File: config.mk
export PLATFORM = sky130hd
export DESIGN_NAME = sobel_window_gen
export DESIGN_NICKNAME = d
export VERILOG_FILES = /design/src/rtl/sobel_pkg.sv /design/src/rtl/sobel_line_buf.sv /design/src/rtl/sobel_window_gen.sv
export SDC_FILE = /design/constraint.sdc
export NUM_CORES = 2
export LEC_CHECK = 0
export CORE_MARGIN = 4
export CORE_UTILIZATION = 30
export CTS_CLUSTER_DIAMETER = 80
export CTS_CLUSTER_SIZE = 14
export DETAILED_ROUTE_END_ITERATION = 12
export PLACE_DENSITY_LB_ADDON = 0.08
export SYNTH_ARGS = -nofsm -noshare
export SYNTH_HDL_FRONTEND = slang
export SYNTH_SLANG_ARGS = --single-unit
File: constraint.sdc
create_clock -name clk -period 22.3 [get_ports clk]
set_clock_uncertainty 0.1 [all_clocks]
set_input_delay 4.46 -clock clk [delete_from_list [all_inputs] [get_ports clk]]
set_output_delay 4.46 -clock clk [all_outputs]
set_load 0.01 [all_outputs]
File: src/rtl/sobel_pkg.sv
// Shared types and defaults for the Sobel 3x3 window generator.
package sobel_pkg;

    localparam int PIX_W      = 8;
    localparam int DEF_WIDTH  = 240;
    localparam int DEF_HEIGHT = 240;

    typedef logic [PIX_W-1:0] pix_t;
    typedef pix_t [8:0]       win_t;

    typedef enum logic [1:0] {
        FILL,
        STREAM,
        LAST
    } win_state_t;

    // Window slot for row r (0 = top) and column c (0 = left); slot 4 is the centre.
    function automatic int unsigned win_idx(input int unsigned r, input int unsigned c);
        return 3 * r + c;
    endfunction

endpackage

File: src/rtl/sobel_line_buf.sv
// One image row of pixel storage: combinational read of the addressed entry,
// write to the same entry at the clock edge, so a same-cycle read returns the old pixel.
module sobel_line_buf
    import sobel_pkg::*;
#(
    parameter int DEPTH = DEF_WIDTH,
    parameter int AW    = $clog2(DEPTH)
) (
    input  logic             i_clk,
    input  logic             i_we,
    input  logic [AW-1:0]    i_addr,
    input  logic [PIX_W-1:0] i_wdata,
    output logic [PIX_W-1:0] o_rdata
);

    pix_t r_mem [DEPTH];

    always_ff @(posedge i_clk) begin
        if (i_we) begin
            r_mem[i_addr] <= i_wdata;
        end
    end

    assign o_rdata = r_mem[i_addr];

endmodule

File: src/rtl/sobel_window_gen.sv
// Raster-order pixel stream to 3x3 window stream (valid convolution, no padding).
// Define SOBEL_WIN_PERF_EN to add the frame_cycles performance counter output.
module sobel_window_gen
    import sobel_pkg::*;
#(
    parameter int WIDTH  = DEF_WIDTH,
    parameter int HEIGHT = DEF_HEIGHT
) (
    input  logic        clk,
    input  logic        rst,
    input  logic        in_valid,
    output logic        in_ready,
    input  logic [7:0]  in_pix,
    output logic        out_valid,
    input  logic        out_ready,
    output logic [71:0] out_win,
    output logic [15:0] out_x,
    output logic [15:0] out_y,
    output logic        frame_done
`ifdef SOBEL_WIN_PERF_EN
    ,
    output logic [31:0] frame_cycles
`endif
);

    localparam int LB_AW = $clog2(WIDTH);

    logic [15:0] r_x;
    logic [15:0] r_y;
    logic [15:0] r_out_x;
    logic [15:0] r_out_y;
    logic        r_out_valid;
    logic        r_frame_done;
    win_t        r_win;
    win_state_t  r_state;
    win_state_t  w_state_nxt;

    pix_t [2:0]  r_col0;
    pix_t [2:0]  r_col1;
    pix_t [2:0]  w_col_new;
    win_t        w_win_nxt;

    logic             w_in_acc;
    logic             w_out_acc;
    logic             w_x_last;
    logic             w_y_last;
    logic             w_prod;
    logic             w_frame_end;
    logic [LB_AW-1:0] w_addr;
    pix_t             w_row1;
    pix_t             w_row2;

    assign in_ready    = !r_out_valid || out_ready;
    assign w_in_acc    = in_valid && in_ready;
    assign w_out_acc   = r_out_valid && out_ready;
    assign w_x_last    = (r_x == 16'(WIDTH - 1));
    assign w_y_last    = (r_y == 16'(HEIGHT - 1));
    assign w_prod      = w_in_acc && (r_x >= 16'd2) && (r_y >= 16'd2);
    assign w_frame_end = (r_state == LAST) && w_out_acc;
    assign w_addr      = r_x[LB_AW-1:0];

    // Row y-1 takes the incoming pixel; row y-2 takes what row y-1 held at this column.
    sobel_line_buf #(.DEPTH(WIDTH)) u_lb_row1 (
        .i_clk   (clk),
        .i_we    (w_in_acc),
        .i_addr  (w_addr),
        .i_wdata (in_pix),
        .o_rdata (w_row1)
    );

    sobel_line_buf #(.DEPTH(WIDTH)) u_lb_row2 (
        .i_clk   (clk),
        .i_we    (w_in_acc),
        .i_addr  (w_addr),
        .i_wdata (w_row1),
        .o_rdata (w_row2)
    );

    assign w_col_new = {in_pix, w_row1, w_row2};

    always_comb begin
        w_win_nxt = '0;
        for (int unsigned r = 0; r < 3; r++) begin
            w_win_nxt[win_idx(r, 0)] = r_col0[r];
            w_win_nxt[win_idx(r, 1)] = r_col1[r];
            w_win_nxt[win_idx(r, 2)] = w_col_new[r];
        end
    end

    always_ff @(posedge clk) begin
        if (w_in_acc) begin
            r_col0 <= r_col1;
            r_col1 <= w_col_new;
        end
    end

    always_comb begin
        w_state_nxt = r_state;
        case (r_state)
            FILL:    if (w_in_acc && w_x_last && (r_y == 16'd1)) w_state_nxt = STREAM;
            STREAM:  if (w_in_acc && w_x_last && w_y_last)       w_state_nxt = LAST;
            LAST:    if (w_out_acc)                              w_state_nxt = FILL;
            default: w_state_nxt = FILL;
        endcase
    end

    always_ff @(posedge clk) begin
        if (rst) begin
            r_state      <= FILL;
            r_x          <= '0;
            r_y          <= '0;
            r_out_valid  <= 1'b0;
            r_frame_done <= 1'b0;
            r_win        <= '0;
            r_out_x      <= '0;
            r_out_y      <= '0;
        end else begin
            r_state      <= w_state_nxt;
            r_frame_done <= w_frame_end;
            if (w_in_acc) begin
                if (w_x_last) begin
                    r_x <= '0;
                    r_y <= w_y_last ? '0 : r_y + 16'd1;
                end else begin
                    r_x <= r_x + 16'd1;
                end
            end
            if (w_prod) begin
                r_out_valid <= 1'b1;
                r_win       <= w_win_nxt;
                r_out_x     <= r_x - 16'd1;
                r_out_y     <= r_y - 16'd1;
            end else if (w_out_acc) begin
                r_out_valid <= 1'b0;
            end
        end
    end

    assign out_valid  = r_out_valid;
    assign out_win    = r_win;
    assign out_x      = r_out_x;
    assign out_y      = r_out_y;
    assign frame_done = r_frame_done;

`ifdef SOBEL_WIN_PERF_EN
    logic [31:0] r_cyc_cnt;
    logic        r_cyc_run;
    logic [31:0] r_frame_cycles;

    // r_cyc_cnt holds cycles elapsed since the first accept; +2 adds the current and pulse cycles.
    always_ff @(posedge clk) begin
        if (rst) begin
            r_cyc_cnt      <= '0;
            r_cyc_run      <= 1'b0;
            r_frame_cycles <= '0;
        end else begin
            if (r_cyc_run) begin
                r_cyc_cnt <= r_cyc_cnt + 32'd1;
            end
            if (w_frame_end) begin
                r_frame_cycles <= r_cyc_cnt + 32'd2;
                r_cyc_run      <= 1'b0;
            end
            if (w_in_acc && (r_x == 16'd0) && (r_y == 16'd0)) begin
                r_cyc_cnt <= 32'd1;
                r_cyc_run <= 1'b1;
            end
        end
    end

    assign frame_cycles = r_frame_cycles;
`endif

endmodule

==> reports/results.ini <==
[timing]
drv_slew=0
hold_violations=0
rsz0062_at_grt=false
setup_viol_count_final=0
post-route-period-util_pct=46.06
slew_headroom_pct=6.327
fmax_mhz=97.35
tightest_slew_ps=1405
period_needed_ps=10270
tns_ps=0
fin_ws_ps=12030

[logic_synthesis]
yosys_warnings=0
ys_seq_elements=4036
synth_nets=7300
syn_inst=7279
synth_area_per_cell_um2=21.30
synth-edff-count=3888
syn_area_um2=155000
ys_seq_area_share_pct=77.23
synth_top_area_cell=edfxtp_1
ys_types=79
synth_ff_type=edfxtp_1
netlist_top_cells_area=edfxtp_1 (75%), mux4_2 (15%), dfxtp_1 (1.9%)
synthArstFlopShare_pct=0
synth_top_area_share_pct=75.32

[grt]
track_usage_pct=19.97
grt_first_pass_wirelength_mm=722.4
gr-total-overflow=0
grt_pass1_vias=77520
antenna_found_initial=55
grt_max_degree=169

[hold_path]
worstHoldStart=r_col1[18]$_DFFE_PN_
min_path_type=flip-flop to flip-flop
hold_depth=0
whs_endpoint=r_col0[18]$_DFFE_PN_

[floorplan]
io_pins=119
die_h_um=726.8
dieArea_um2=528300
num_rows=263
initial_core_util_pct=30.16
die_x_um=726.8
core_region_area_um2=514000

[finish]
post-route-util_pct=34.31
nNetsFinal=7719
layout-drive-gt1-share_pct=27.29
multi_input_area_um2=34050
area_growth_pct=13.77
seq_area_um2=119700
fill_cells=48200

[routing]
drt_wl_total_mm=539.1
dr.pass1.iters=5
drtIter0Drc=8501
antenna_left=0
routedWlPerCell_um=36.62
drc_errors=0
num_vias=77260
via_per_inst=5.248

[critical_path]
r2r_end=u_lb_row2.r_mem[175][5]$_DFFE_PP_
crit_type=input pin to primary output
rrSetupSlack_ps=13180
r2r_cells=14
worst_path_max_delay_cell=clkdlybuf4s50_1
cpMostUsedCell=clkdlybuf4s50_1
crit_path_cell_trace=clkdlybuf4s50_1 > nand2b_1 > clkdlybuf4s50_1
cp_max_fo=4
worst_setup_path_end_kind=primary output
crit_required_ps=17740
crit_path_start_kind=input pin
crit_path_max_incr_delay_ps=580
cp.arrival_ps=5710

[cts]
cts_resized=0
clock_latency_ps=1040
cts_tree=yes
clock_sinks=4036
root_buffer=clkbuf_16
path_clk_slew_ps=70
cts_htree_levels=5
cts_buffers=336
postCtsSetupBuffers=0
holdBufCountCts=0
cts_buffer_depth=4

[pwr]
p_leak_nw=52.64
p_per_area_nw_per_um2=84.39
ir_worst_vdd_v=0.00005752

[run]
maxCapViolCount=0

[placement]
place_congestion=0.8354
hpwl_mm=335.0
port_buffers=118
place_ws_ps=12020

[run_status]
outcome=completed

-- kinds of logic after synthesis --
kind of cell | synth area share (%)
buffers and inverters | 1.327
multiplexers | 16.00
XOR/XNOR | 0.2430
flip-flops | 77.23
AND/OR/NAND/NOR | 2.895
AO/OA/AOI/OAI | 2.236
adder cells (fa/ha/maj) | 0.07265
-- stage by stage --
| stage | hold slack (ps) | total power, mW | cells | cell area, um^2 |
|---|---|---|---|---|
| after floorplan | 326.2 | 9.049 | 7279 | 155000 |
| after detailed placement | 333.7 | 9.453 | 14250 | 166800 |
| after CTS | 348.2 | 15.09 | 14710 | 176300 |
| final | 349.9 | 14.88 | 14720 | 176400 |
| after global placement | 337.7 | 9.438 | 14250 | 166800 |
| after global routing | 363.2 | 15.39 | 14710 | 176300 |
-- area by class of cell --
cell class	instances	area share [%]
antenna	17	0.02412
clock buffer	400	4.974
clock inverter	55	0.4073
inverter	19	0.05392
multi-input combinational	2797	19.31
sequential	4036	67.90
tap	6890	4.888
timing repair buffer	508	2.448
-- power by group --
part | internal [mW] | total (mW) | switching, mW
Clock | 2.83 | 5.62 | 2.79
Combinational | 0.244 | 0.842 | 0.598
Sequential | 8.41 | 8.42 | 0.00801
Total | 11.5 | 14.9 | 3.39
-- synthesized netlist by cell type (25+ instances only) --
library cell and n:
buf_4 48, buf_2 149, edfxtp_1 3888, nand2_1 364, o22ai_1 43, nor2_1 377
mux4_2 1011, a22oi_1 66, nor2b_1 25, mux2i_1 173, o21ai_0 46, nand3_1 96
a21oi_1 122, dfxtp_1 148, mux2_2 26, a211oi_1 39, nor3_1 33, a31oi_1 31
clkbuf_1 187, a221oi_1 31, buf_1 40
-- placed cells by master, fill, tap and decap left out, drive strengths merged, types with 26 or more instances in the layout --
cell,synthesis,routed
a221oi,31,31
a22oi,66,66
o21ai,46,46
buf,239,396
a21oi,122,122
nor2,377,377
dfxtp,148,148
nand3,96,96
nor3,34,34
mux2i,173,173
a31oi,31,31
edfxtp,3888,3888
o22ai,43,43
clkdlybuf4s50,0,109
clkinv,0,35
inv,19,31
mux2,26,26
a211oi,39,39
clkbuf,188,403
nand2,364,364
mux4,1011,1011
-- state kept, by name (all words and copies together) (netlist names), named ones only --
name,cells
r_y,16
u_lb_row1.r_mem,1920
r_col1,24
r_col0,24
out_y,16
out_valid,1
frame_done,1
u_lb_row2.r_mem,1920
r_x,16
out_x,16
out_win,72
r_state,2
-- layer usage --
layer	wire length [um]	up-vias	track usage, %
met4	16200	6	5.431
met3	32890	551	3.246
met2	255200	2466	32.18
li1	-	31000	-
met1	234800	43230	28.08
met5	42	-	0
-- worst max path at each step --
stage / startpoint / end / slack [ps] / cells past startpoint
floorplan: flip-flop / r_col1[15]$_DFFE_PN_ / 8890 / 11
global placement: out_ready / in_ready / 12040 / 3
detailed placement: out_ready / in_ready / 12020 / 3
CTS: out_ready / in_ready / 12020 / 3
global route: out_ready / in_ready / 11970 / 3
finish: out_ready / in_ready / 12030 / 3
-- critical path, delay by kind of cell --
family        cells  cell delay, ps
simple gates      1             190
buf+inv           2            1060
(Power assumes the default switching activity.)
